--- src/rtl/fifo_rd_stream_if.sv ---
// FIFO read port plus valid/ready output stream of the read-side drain engine.
// master is the engine's view, slave is the FIFO/downstream view.
interface fifo_rd_stream_if #(
  parameter int unsigned MEMORY_WIDTH = 8,
  parameter int unsigned CNT_WIDTH    = 16
) ();
  logic                    r_empty;
  logic [MEMORY_WIDTH-1:0] rdata;
  logic                    r_en;
  logic [MEMORY_WIDTH-1:0] m_data;
  logic                    m_valid;
  logic                    m_last;
  logic                    m_ready;
  logic [CNT_WIDTH-1:0]    word_count;

  modport master (
    input  r_empty, rdata, m_ready,
    output r_en, m_data, m_valid, m_last, word_count
  );

  modport slave (
    output r_empty, rdata, m_ready,
    input  r_en, m_data, m_valid, m_last, word_count
  );
endinterface

--- src/rtl/fifo_rd_stream.sv ---
// Read-domain drain engine: pops a FWFT FIFO into a registered valid/ready stream
// with a one-word skid slot, burst framing on m_last and an accepted-word counter.
module fifo_rd_stream #(
  parameter int unsigned MEMORY_WIDTH = 8,
  parameter int unsigned BURST_LEN    = 4,
  parameter int unsigned CNT_WIDTH    = 16
) (
  input  logic                  r_clk,
  input  logic                  rrst,
  fifo_rd_stream_if.master      bus
);

  localparam int unsigned BEAT_W = (BURST_LEN > 1) ? $clog2(BURST_LEN) : 1;
  localparam logic [BEAT_W-1:0] BEAT_MAX = BEAT_W'(BURST_LEN - 1);

  typedef enum logic [1:0] {EMPTY = 2'd0, ONE = 2'd1, TWO = 2'd2} state_t;

  state_t                  state;
  state_t                  state_nxt;
  logic                    pop_c;
  logic                    accept_c;
  logic                    load_out_c;
  logic                    load_skid_c;
  logic                    skid_to_out_c;
  logic                    pop_last_c;
  logic [MEMORY_WIDTH-1:0] out_data;
  logic                    out_last;
  logic                    out_valid;
  logic [MEMORY_WIDTH-1:0] skid_data;
  logic                    skid_last;
  logic [BEAT_W-1:0]       beat;
  logic [CNT_WIDTH-1:0]    word_cnt;

  // Occupancy state register
  always_ff @(posedge r_clk or posedge rrst) begin
    if (rrst) state <= EMPTY;
    else      state <= state_nxt;
  end

  // Next-state logic
  always_comb begin
    state_nxt = state;
    case (state)
      EMPTY: if (pop_c) state_nxt = ONE;
      ONE: begin
        if (pop_c && !accept_c)      state_nxt = TWO;
        else if (!pop_c && accept_c) state_nxt = EMPTY;
      end
      TWO:     if (accept_c) state_nxt = ONE;
      default: state_nxt = EMPTY;
    endcase
  end

  // Handshake decode and datapath load enables; pop never looks at m_ready
  always_comb begin
    pop_c         = !bus.r_empty && (state != TWO) && !rrst;
    accept_c      = (state != EMPTY) && bus.m_ready;
    pop_last_c    = (beat == BEAT_MAX);
    load_out_c    = 1'b0;
    load_skid_c   = 1'b0;
    skid_to_out_c = 1'b0;
    case (state)
      EMPTY: load_out_c = pop_c;
      ONE: begin
        load_out_c  = pop_c && accept_c;
        load_skid_c = pop_c && !accept_c;
      end
      TWO:     skid_to_out_c = accept_c;
      default: ;
    endcase
  end

  // Output register, skid slot and valid flag
  always_ff @(posedge r_clk or posedge rrst) begin
    if (rrst) begin
      out_data  <= '0;
      out_last  <= 1'b0;
      out_valid <= 1'b0;
      skid_data <= '0;
      skid_last <= 1'b0;
    end else begin
      out_valid <= (state_nxt != EMPTY);
      if (load_out_c) begin
        out_data <= bus.rdata;
        out_last <= pop_last_c;
      end else if (skid_to_out_c) begin
        out_data <= skid_data;
        out_last <= skid_last;
      end
      if (load_skid_c) begin
        skid_data <= bus.rdata;
        skid_last <= pop_last_c;
      end
    end
  end

  // Burst beat tracks pops, so the last flag is bound to the word at pop time
  always_ff @(posedge r_clk or posedge rrst) begin
    if (rrst) begin
      beat     <= '0;
      word_cnt <= '0;
    end else begin
      if (pop_c) beat <= (beat == BEAT_MAX) ? '0 : beat + BEAT_W'(1);
      if (accept_c) word_cnt <= word_cnt + CNT_WIDTH'(1);
    end
  end

  assign bus.r_en       = pop_c;
  assign bus.m_data     = out_data;
  assign bus.m_last     = out_last;
  assign bus.m_valid    = out_valid;
  assign bus.word_count = word_cnt;

endmodule

--- src/flat_wrapper.sv ---
// flat-port wrapper written by rule: the top's interface ports become plain ports
module fifo_rd_stream_flat 
#(
  parameter int unsigned MEMORY_WIDTH = 8,
  parameter int unsigned BURST_LEN    = 4,
  parameter int unsigned CNT_WIDTH    = 16
)
  (r_clk, rrst, bus_r_empty, bus_rdata, bus_m_ready, bus_r_en, bus_m_data, bus_m_valid, bus_m_last, bus_word_count);
  fifo_rd_stream_if #(.MEMORY_WIDTH(MEMORY_WIDTH), .CNT_WIDTH(CNT_WIDTH)) bus_i ();
  input  logic r_clk;
  input  logic rrst;
  input wire logic [$bits(bus_i.r_empty)-1:0] bus_r_empty;
  input wire logic [$bits(bus_i.rdata)-1:0] bus_rdata;
  input wire logic [$bits(bus_i.m_ready)-1:0] bus_m_ready;
  output wire logic [$bits(bus_i.r_en)-1:0] bus_r_en;
  output wire logic [$bits(bus_i.m_data)-1:0] bus_m_data;
  output wire logic [$bits(bus_i.m_valid)-1:0] bus_m_valid;
  output wire logic [$bits(bus_i.m_last)-1:0] bus_m_last;
  output wire logic [$bits(bus_i.word_count)-1:0] bus_word_count;
  assign bus_i.r_empty = bus_r_empty;
  assign bus_i.rdata = bus_rdata;
  assign bus_i.m_ready = bus_m_ready;
  assign bus_r_en = bus_i.r_en;
  assign bus_m_data = bus_i.m_data;
  assign bus_m_valid = bus_i.m_valid;
  assign bus_m_last = bus_i.m_last;
  assign bus_word_count = bus_i.word_count;
  fifo_rd_stream #(.MEMORY_WIDTH(MEMORY_WIDTH), .BURST_LEN(BURST_LEN), .CNT_WIDTH(CNT_WIDTH)) u_core (.r_clk(r_clk), .rrst(rrst), .bus(bus_i));
endmodule
--- config.mk ---
export PLATFORM = sky130hd
export DESIGN_NAME = fifo_rd_stream_flat
export DESIGN_NICKNAME = d
export VERILOG_FILES = /design/src/rtl/fifo_rd_stream_if.sv /design/src/rtl/fifo_rd_stream.sv /design/src/flat_wrapper.sv
export SDC_FILE = /design/constraint.sdc
export NUM_CORES = 1
export LEC_CHECK = 0
export CORE_UTILIZATION = 30
export DETAILED_ROUTE_END_ITERATION = 10
export SYNTH_ARGS = -nofsm -noshare
export SYNTH_HDL_FRONTEND = slang
export SYNTH_SLANG_ARGS = --single-unit
export TNS_END_PERCENT = 50
--- constraint.sdc ---
create_clock -name r_clk -period 1.2 [get_ports r_clk]
set_input_delay 0.12 -clock r_clk [delete_from_list [all_inputs] [get_ports r_clk]]
set_output_delay 0.12 -clock r_clk [all_outputs]
set_load 0.005 [all_outputs]
* Yosys cells after proc, flatten, opt, wreduce, memory -nomap -nowiden
Index checks and enable logic that the tools add are counted.
** Storage, ports and cells
- Output and inout bits :: 27
- Word-level logic and storage cells :: 41
- Bits of input ports :: 12
- Register bits after elaboration :: 39
** Operators by class
- Equality and inequality tests :: 4
- Reductions and logical operators :: 14
- Mux-type cells :: 13
- $add $sub $neg :: 2
** Operator list (number)
- 16-bit by 1-bit adder with 16-bit output (second input constant) :: 1
- 8-bit two-way mux :: 2
- 2-bit two-way mux :: 5
- 1-bit logical AND :: 6
- 2-bit case mux with 3 select lines :: 1
- 2-bit nonzero test :: 3
- 2-bit equality test (second input constant) :: 2
- 1-bit logical NOT :: 4
- 1-bit two-way mux :: 4
- 2-bit by 1-bit adder with 2-bit output (second input constant) :: 1
- 2-bit by 1-bit equality test with 1-bit output (second input constant) :: 1
- 2-bit logical NOT :: 1
- 2-bit != test (second input constant) :: 1
- 1-bit case mux with 2 select lines :: 1

* Logic depth before layout (Yosys ltp)
Gate-level depths: netlist (run 1).
- Depth in word-level cells :: 9
- Gate-level depth with buffers :: 5
- Gate-level depth less buffers :: 5

* Worst setup path after synthesis (run 1)
OpenSTA, ideal clock, no wires.
- Path kind :: register to register
- Start point :: register u_core.state[1]
- End point :: register u_core.beat[0]
- Library setup time :: 125 ps
- Data required time :: 1075 ps
- Data arrival time :: 1260 ps
- Clock period less this slack :: 1385 ps
- Path slack :: -185 ps
- Buffers on the path :: 0
- Cell stages (with the launch flop) :: 4
- Cells stage by stage :: dfrtp_1 nor2b_4 nor3_1 mux2_2
** Between the ends
- Word-level cells in the longest chain between the ends :: 3
** Ends and longest elaborated chain
- from (decl) :: RTL line fifo_rd_stream.sv:18 : state_t state;
- from (signal assigned) :: RTL line fifo_rd_stream.sv:37 : else state <= state_nxt;
- 2-bit != test :: RTL line fifo_rd_stream.sv:56 : pop_c = !bus.r_empty && (state != TWO) && !rrst;
- 1-bit logical AND (2 in a row) :: RTL line fifo_rd_stream.sv:56
- via bus_r_en :: RTL line flat_wrapper.sv:15 : output wire logic [$bits(bus_i.r_en)-1:0] bus_r_en;
- to (signal assigned) :: RTL line fifo_rd_stream.sv:103 : if (pop_c) beat <= (beat == BEAT_MAX) ? '0 : beat + BEAT_W'(1);
- to (decl) :: RTL line fifo_rd_stream.sv:31 : logic [BEAT_W-1:0] beat;
The timed path passes the listed nets, and every way through them passes these cells.
A chain may end at the register's enable or synchronous reset.

* Worst setup path in the final report (run 1)
- Start point :: register u_core.state[1]
- End point :: output bus_r_en
** Between the ends
- Word-level cells in the longest chain between the ends :: 3
** Ends and longest elaborated chain (RTL line)
- 2-bit != test :: fifo_rd_stream.sv:56
- 1-bit logical AND (2 in a row) :: fifo_rd_stream.sv:56
- to (decl) :: flat_wrapper.sv:15
Every way passes these cells.

==> flow_summary_export.csv, run 1 <==
group,metric,value,unit
sta,slew_headroom,81.2,%
sta,fin_ws,-0.145,ns
pwr,switchingPower,1150,µW
floorplan,start_util,31.1,%
clock_tree,clock-root-buffer,"clkbuf_8",
clock_tree,clkSinkCount,39,
sta,rsz0062_at_grt,"yes",
sta,hold_violations,0,
grt,track_usage,14.7,%
sta,finalCritPeriodShare,112,%
critical_path,cpPeakStageDelay,0.46,ns
pwr,p_total,4300,µW
yosys,synthDistinctLibCells,31,
sta,drv_slew,0,
grt,antenna_found_initial,0,
pwr,p_clk_share,25.9,%
critical_path,cp.required,1.08,ns
detailed_routing,dr.pass1.iters,4,
worst_hold_path,worstHoldEndpoint,"u_core.bus.m_data[7]",
detailed_routing,ant_nets,0,
sta,final-setup-viol-count,31,
critical_path,worst-r2r-setup-slack,-0.14,ns
sta,fmax,744,MHz
sta,tightest_slew,0.281,ns
place,dp_hpwl,2.94,mm
pwr,combPwrFrac,30.8,%
worst_hold_path,min-delay-start,"bus_rdata[7]",
yosys,synthesis.area,1710,µm²
yosys,ys_seq_elements,39,
cells_and_area,fin_util,48.4,%
grt,grt_pass1_wl,6.88,mm
critical_path,crit_type,"reg2out",
yosys,yosysTopAreaCell,"dfrtp_1",
place,gp_congestion,0.879,
yosys,synth_seq_area_share,56.9,%
cells_and_area,final_common_cell,"dfrtp_1",
floorplan,coreArea,5510,µm²
cells_and_area,area_delta_synth_final,55.4,%
yosys,synth_cells,136,
worst_hold_path,hold_class,"in2reg",
worst_hold_path,hold_path_depth,3,
detailed_routing,finalWirelength,4.13,mm
cells_and_area,n_antenna_cell,0,
run_status,violations,"setup timing",
clock_tree,cts_tree,"yes",
detailed_routing,drtIter0Drc,30,
grt,grt_pass1_vias,1503,
floorplan,die_x,77.6,µm
critical_path,path_cells,"nor2b_4 > nor3_4 > buf_2",
floorplan,die_h,77.6,µm
sta,period_minus_slack,1.34,ns
grt,grt_overflow,0,
floorplan,rows,27,
job,maxCapViolations,0,
yosys,yosysWarnings,0,
pwr,p_seq_share,43.2,%
pwr,p_per_area,1610,nW/µm²
yosys,synth_top_cells_by_area,"dfrtp_1, mux2_2, xnor2_1",
pwr,irDropWorstVdd,0.000743,V
clock_tree,clk_pin_slew,0.08,ns
critical_path,worstSetupEndpointType,"output port",
critical_path,crit_path_top_delay_cell,"dfrtp_2",
detailed_routing,via_per_inst,4.64,
cells_and_area,drive_gt1_share,35.6,%
clock_tree,clk_latency,0.28,ns
grt,grt_max_degree,25,
run_status,status,"finished with violations",
clock_tree,cts_max_path_buffers,2,
sta,finClkSkew,0.00485,ns
pwr,internal_power,3150,µW
critical_path,r2r-start,"u_core.state[1]",
critical_path,arrival,1.22,ns
pwr,sw_frac_of_total,26.6,%
yosys,synth_fp_nets,150,
critical_path,start_kind,"flop",
critical_path,r2r-end,"u_core.bus.m_data[4]",
critical_path,cp_max_fo,4,
yosys,synth_top_area_share,56.9,%
detailed_routing,drc_errors,0,
cells_and_area,mostFrequentLayoutCells,"dfrtp_1, buf_4, dlygate4sd2_1",
floorplan,io_pins,39,
clock_tree,htree_levels,2,
pwr,p_leak,0.00130,µW
critical_path,ff2ff_path_depth,5,
detailed_routing,wire_per_inst,14.3,µm
yosys,syn_area_per_cell,12.6,µm²
clock_tree,numCtsBuffers,5,
place,port_buffers,38,
cells_and_area,fin_nets,229,
floorplan,die-area,6020,µm²
detailed_routing,vias,1337,
cells_and_area,num-fill-cells,494,
through the flow:
step / cells / hold slack [ns] / instance area (µm²) / TNS, ns / setup WS [ns]
6_report: 288 / 0.445 / 2660 / -3.20 / -0.145
3_5_place_dp: 264 / 0.466 / 2340 / -10.95 / -0.393
4_1_cts: 282 / 0.445 / 2570 / -2.67 / -0.144
3_3_place_gp: 264 / 0.457 / 2340 / -9.64 / -0.351
5_1_grt: 288 / 0.457 / 2660 / -4.95 / -0.213
2_1_floorplan: 136 / 0.190 / 1730 / -0.652 / -0.0705
state kept, by name, indices dropped and copies added, names as in the netlist:
register	flops
u_core.skid_data	8
u_core.bus.word_count	16
u_core.bus.m_valid	1
u_core.beat	2
u_core.bus.m_data	8
u_core.skid_last	1
u_core.state	2
u_core.bus.m_last	1
routing by layer:
layer  wire length, µm  GRT usage, %
met5                 0             0
met4                27          4.91
met3               145          3.18
met1              1610          15.7
met2              2340          28.3
worst max-delay path, delay by kind of cell, from the launching register on:
| family | cells | cell delay, ns |
|---|---|---|
| and+or+nand+nor | 2 | 0.33 |
| buffers and inverters | 1 | 0.16 |
| DFF | 1 | 0.46 |
area by class of cell:
cell class / instances / area (µm²) / area share, %
clock buffer: 6 / 82.6 / 3.10
clock inverter: 2 / 35.0 / 1.32
inverter: 3 / 11.3 / 0.423
multi-input combinational: 93 / 813 / 30.5
sequential: 39 / 978 / 36.7
tap: 72 / 90.1 / 3.38
timing repair buffer: 73 / 653 / 24.5
power by group through the flow:
stage	combinational [µW]	sequential [µW]	clock (µW)
4_1_cts	1230	1840	1140
6_report	1330	1860	1120
3_3_place_gp	1110	1850	0
3_5_place_dp	1160	1880	0
2_1_floorplan	472	1880	0
5_1_grt	1440	1900	1200
worst max-delay path by stage:
stage                      endpoint       startpoint  slack [ns]  cells after the start
6_report                   bus_r_en  u_core.state[1]       -0.14                      3
5_1_grt        u_core.bus.m_data[6]  u_core.state[1]       -0.21                      5
4_1_cts                    bus_r_en  u_core.state[1]       -0.14                      3
3_5_place_dp               bus_r_en      bus_r_empty       -0.39                      3
3_3_place_gp   u_core.bus.m_data[2]             rrst       -0.35                      5
2_1_floorplan  u_core.bus.m_data[0]  u_core.state[1]       -0.07                      5
synth_stat cells (all sizes together):
master  instances
and2            1
nor3            4
a22o            6
nor2b           2
mux2i           4
a21oi           2
and2b           1
nand4           6
nand3           3
inv             3
buf             2
o21ai           4
xnor2          13
dfrtp          39
ha              2
nand2          11
and3            1
o21a            1
xor2            2
o22ai           1
mux2           11
or2             2
nor2            8
a21o            6
and4            1
logic make-up (layout without fill, tap and decap cells):
logic type / count (synthesis) / in the layout / share of synthesized area [%]
AOI/OAI and AO/OA: 20 / 20 / 8.47
xor gates and xnor gates: 15 / 15 / 7.66
and+or+nand+nor: 40 / 41 / 13.9
adders and majority gates: 2 / 2 / 1.46
muxes: 15 / 15 / 9.56
buffers and inverters: 5 / 84 / 1.97
DFF: 39 / 39 / 56.9
repair_timing:
item                                    in CTS  in global routing
endpoints found under the setup margin      58                 43
buffers inserted                             8                  6
hold buffers                                 1                  0
gates resized for setup                     49                 21
gates cloned                                 1                  0
pin swaps                                   10                 12
endpoints found under the hold margin        2                  0
Power figures use the tool's default switching activity.
==> inputs of run 2 (changes only) <==
Settings changed: CORE_UTILIZATION 30 to 38, GPL_ROUTABILITY_DRIVEN set to 1, PLACE_DENSITY set to 0.66.
==> flow_summary_export.csv, run 2 (synthesis results as in run 1) <==
group,metric,value,unit
run_status,status,"finished with violations",
run_status,violations,"setup timing",
cells_and_area,fin_nets,241,
floorplan,die_h,69.2,µm
clock_tree,numCtsBuffers,5,
grt,grt_pass1_wl,7.02,mm
sta,slew_headroom,84.8,%
sta,fmax,719,MHz
critical_path,worstSetupEndpointType,"flop",
detailed_routing,finalWirelength,4.26,mm
floorplan,die-area,4780,µm²
detailed_routing,drc_errors,0,
cells_and_area,area_delta_synth_final,61.1,%
floorplan,rows,24,
pwr,p_leak,0.00136,µW
cells_and_area,drive_gt1_share,43.4,%
sta,fin_setup_tns,-4.93,ns
detailed_routing,ant_nets,0,
grt,grt_max_degree,28,
job,maxCapViolations,0,
detailed_routing,top_layer,"met4",
detailed_routing,dr.pass1.iters,4,
worst_hold_path,hold_class,"in2async",
pwr,irDropWorstVdd,0.000867,V
place,gp_congestion,0.722,
clock_tree,clock-root-buffer,"clkbuf_8",
critical_path,crit_type,"reg2reg",
detailed_routing,via_per_inst,5.00,
critical_path,cp.required,1.38,ns
place,dp_hpwl,2.60,mm
detailed_routing,wire_per_inst,15.2,µm
cells_and_area,final_common_cell,"dfrtp_1",
sta,rsz0062_at_grt,"yes",
floorplan,coreArea,4350,µm²
floorplan,io_pins,39,
cells_and_area,mostFrequentLayoutCells,"dfrtp_1, buf_4, dlygate4sd2_1",
pwr,p_total,4530,µW
clock_tree,clk_latency,0.29,ns
sta,tightest_slew,0.226,ns
floorplan,die_x,69.2,µm
place,dp_slack,-0.387,ns
place,port_buffers,38,
floorplan,start_util,39.4,%
cells_and_area,fin_util,63.4,%
clock_tree,ctsHoldBuffers,0,
clock_tree,htree_levels,2,
clock_tree,clkSinkCount,39,
clock_tree,clk_pin_slew,0.08,ns
sta,final-setup-viol-count,40,
grt,grt_overflow,0,
grt,track_usage,18.7,%
grt,grt_pass1_vias,1513,
sta,period_minus_slack,1.39,ns
critical_path,arrival,1.57,ns
clock_tree,cts_max_path_buffers,2,
detailed_routing,wl_met1,1.83,mm
critical_path,start_kind,"flop",
detailed_routing,dr_wl_met3,150,µm
cells_and_area,largest_reg_flops,16,
pwr,p_per_area,1640,nW/µm²
sta,finalCritPeriodShare,116,%
detailed_routing,routed-wl-met2,2.20,mm
critical_path,cp_max_fo,6,
clock_tree,cts_tree,"yes",
detailed_routing,drtIter0Drc,65,
sta,fin_ws,-0.191,ns
sta,drv_slew,0,
grt,antenna_found_initial,0,
sta,finClkSkew,0.00839,ns
sta,hold_violations,0,
cells_and_area,n_antenna_cell,0,
detailed_routing,vias,1400,
## run 2: timing repair
item                                    in CTS  in global routing
pin swaps                                    8                  8
buffers inserted                            16                  6
resized for setup                           58                 19
cloned                                       3                  0
endpoints found under the setup margin      56                 46
## run 2: stage by stage
stage	hold WS (ns)	area [µm²]	instances
finish	0.334	2760	280
global route	0.362	2760	280
CTS	0.346	2660	274
detailed placement	0.466	2340	247
global placement	0.459	2340	247
floorplan	0.190	1730	136
## run 2: routing by layer
layer  global-route usage, %  vias up
met5                       0        -
met4                    7.71        0
met3                    4.68        8
met2                    31.6       34
met1                    22.6      699
li1                        -      659
## run 2: cell type report
type / instances / area, µm²
well taps: 52 / 65.1
repair buffers: 83 / 739
multi-input cells: 95 / 855
inverters: 3 / 11.3
flip-flops and latches: 39 / 978
fillers: 329 / 1590
clock inverters: 3 / 43.8
clock buffers: 5 / 68.8
## run 2: worst paths after layout
kind                                            from                         to  slack (ns)  cells past startpoint
setup / recovery                     u_core.state[1]       u_core.bus.m_data[4]       -0.19                      5
setup reg to reg                     u_core.state[1]       u_core.bus.m_data[4]       -0.19                      5
max in group asynchronous                       rrst          u_core.bus.m_last        0.68                      3
hold reg to reg            u_core.bus.word_count[15]  u_core.bus.word_count[15]        0.47                      1
hold / removal                                  rrst   u_core.bus.word_count[0]        0.33                      3
min in group r_clk                      bus_rdata[6]       u_core.bus.m_data[6]        0.42                      3
## run 2: power breakdown
part           total (µW)  internal [µW]  leakage [µW]  switching (µW)
clock                1100            619     0.0000581             484
sequential           1870           1640      0.000488             229
combinational        1560            992      0.000812             565
total                4530           3250       0.00136            1280
## run 2: worst max-delay path, stage by stage, from the launching register on
cell and delay (ns):
dfrtp_2 0.43, buf_6 0.13, nor3_4 0.18, nor2b_4 0.28, nor2_4 0.08, a21o_1 0.18
==> inputs of run 3 (changes only) <==
Settings changed: CORE_MARGIN set to 1.
==> results of run 3 <==
The final DEF is identical to that of run 2; final timing and power are the same.
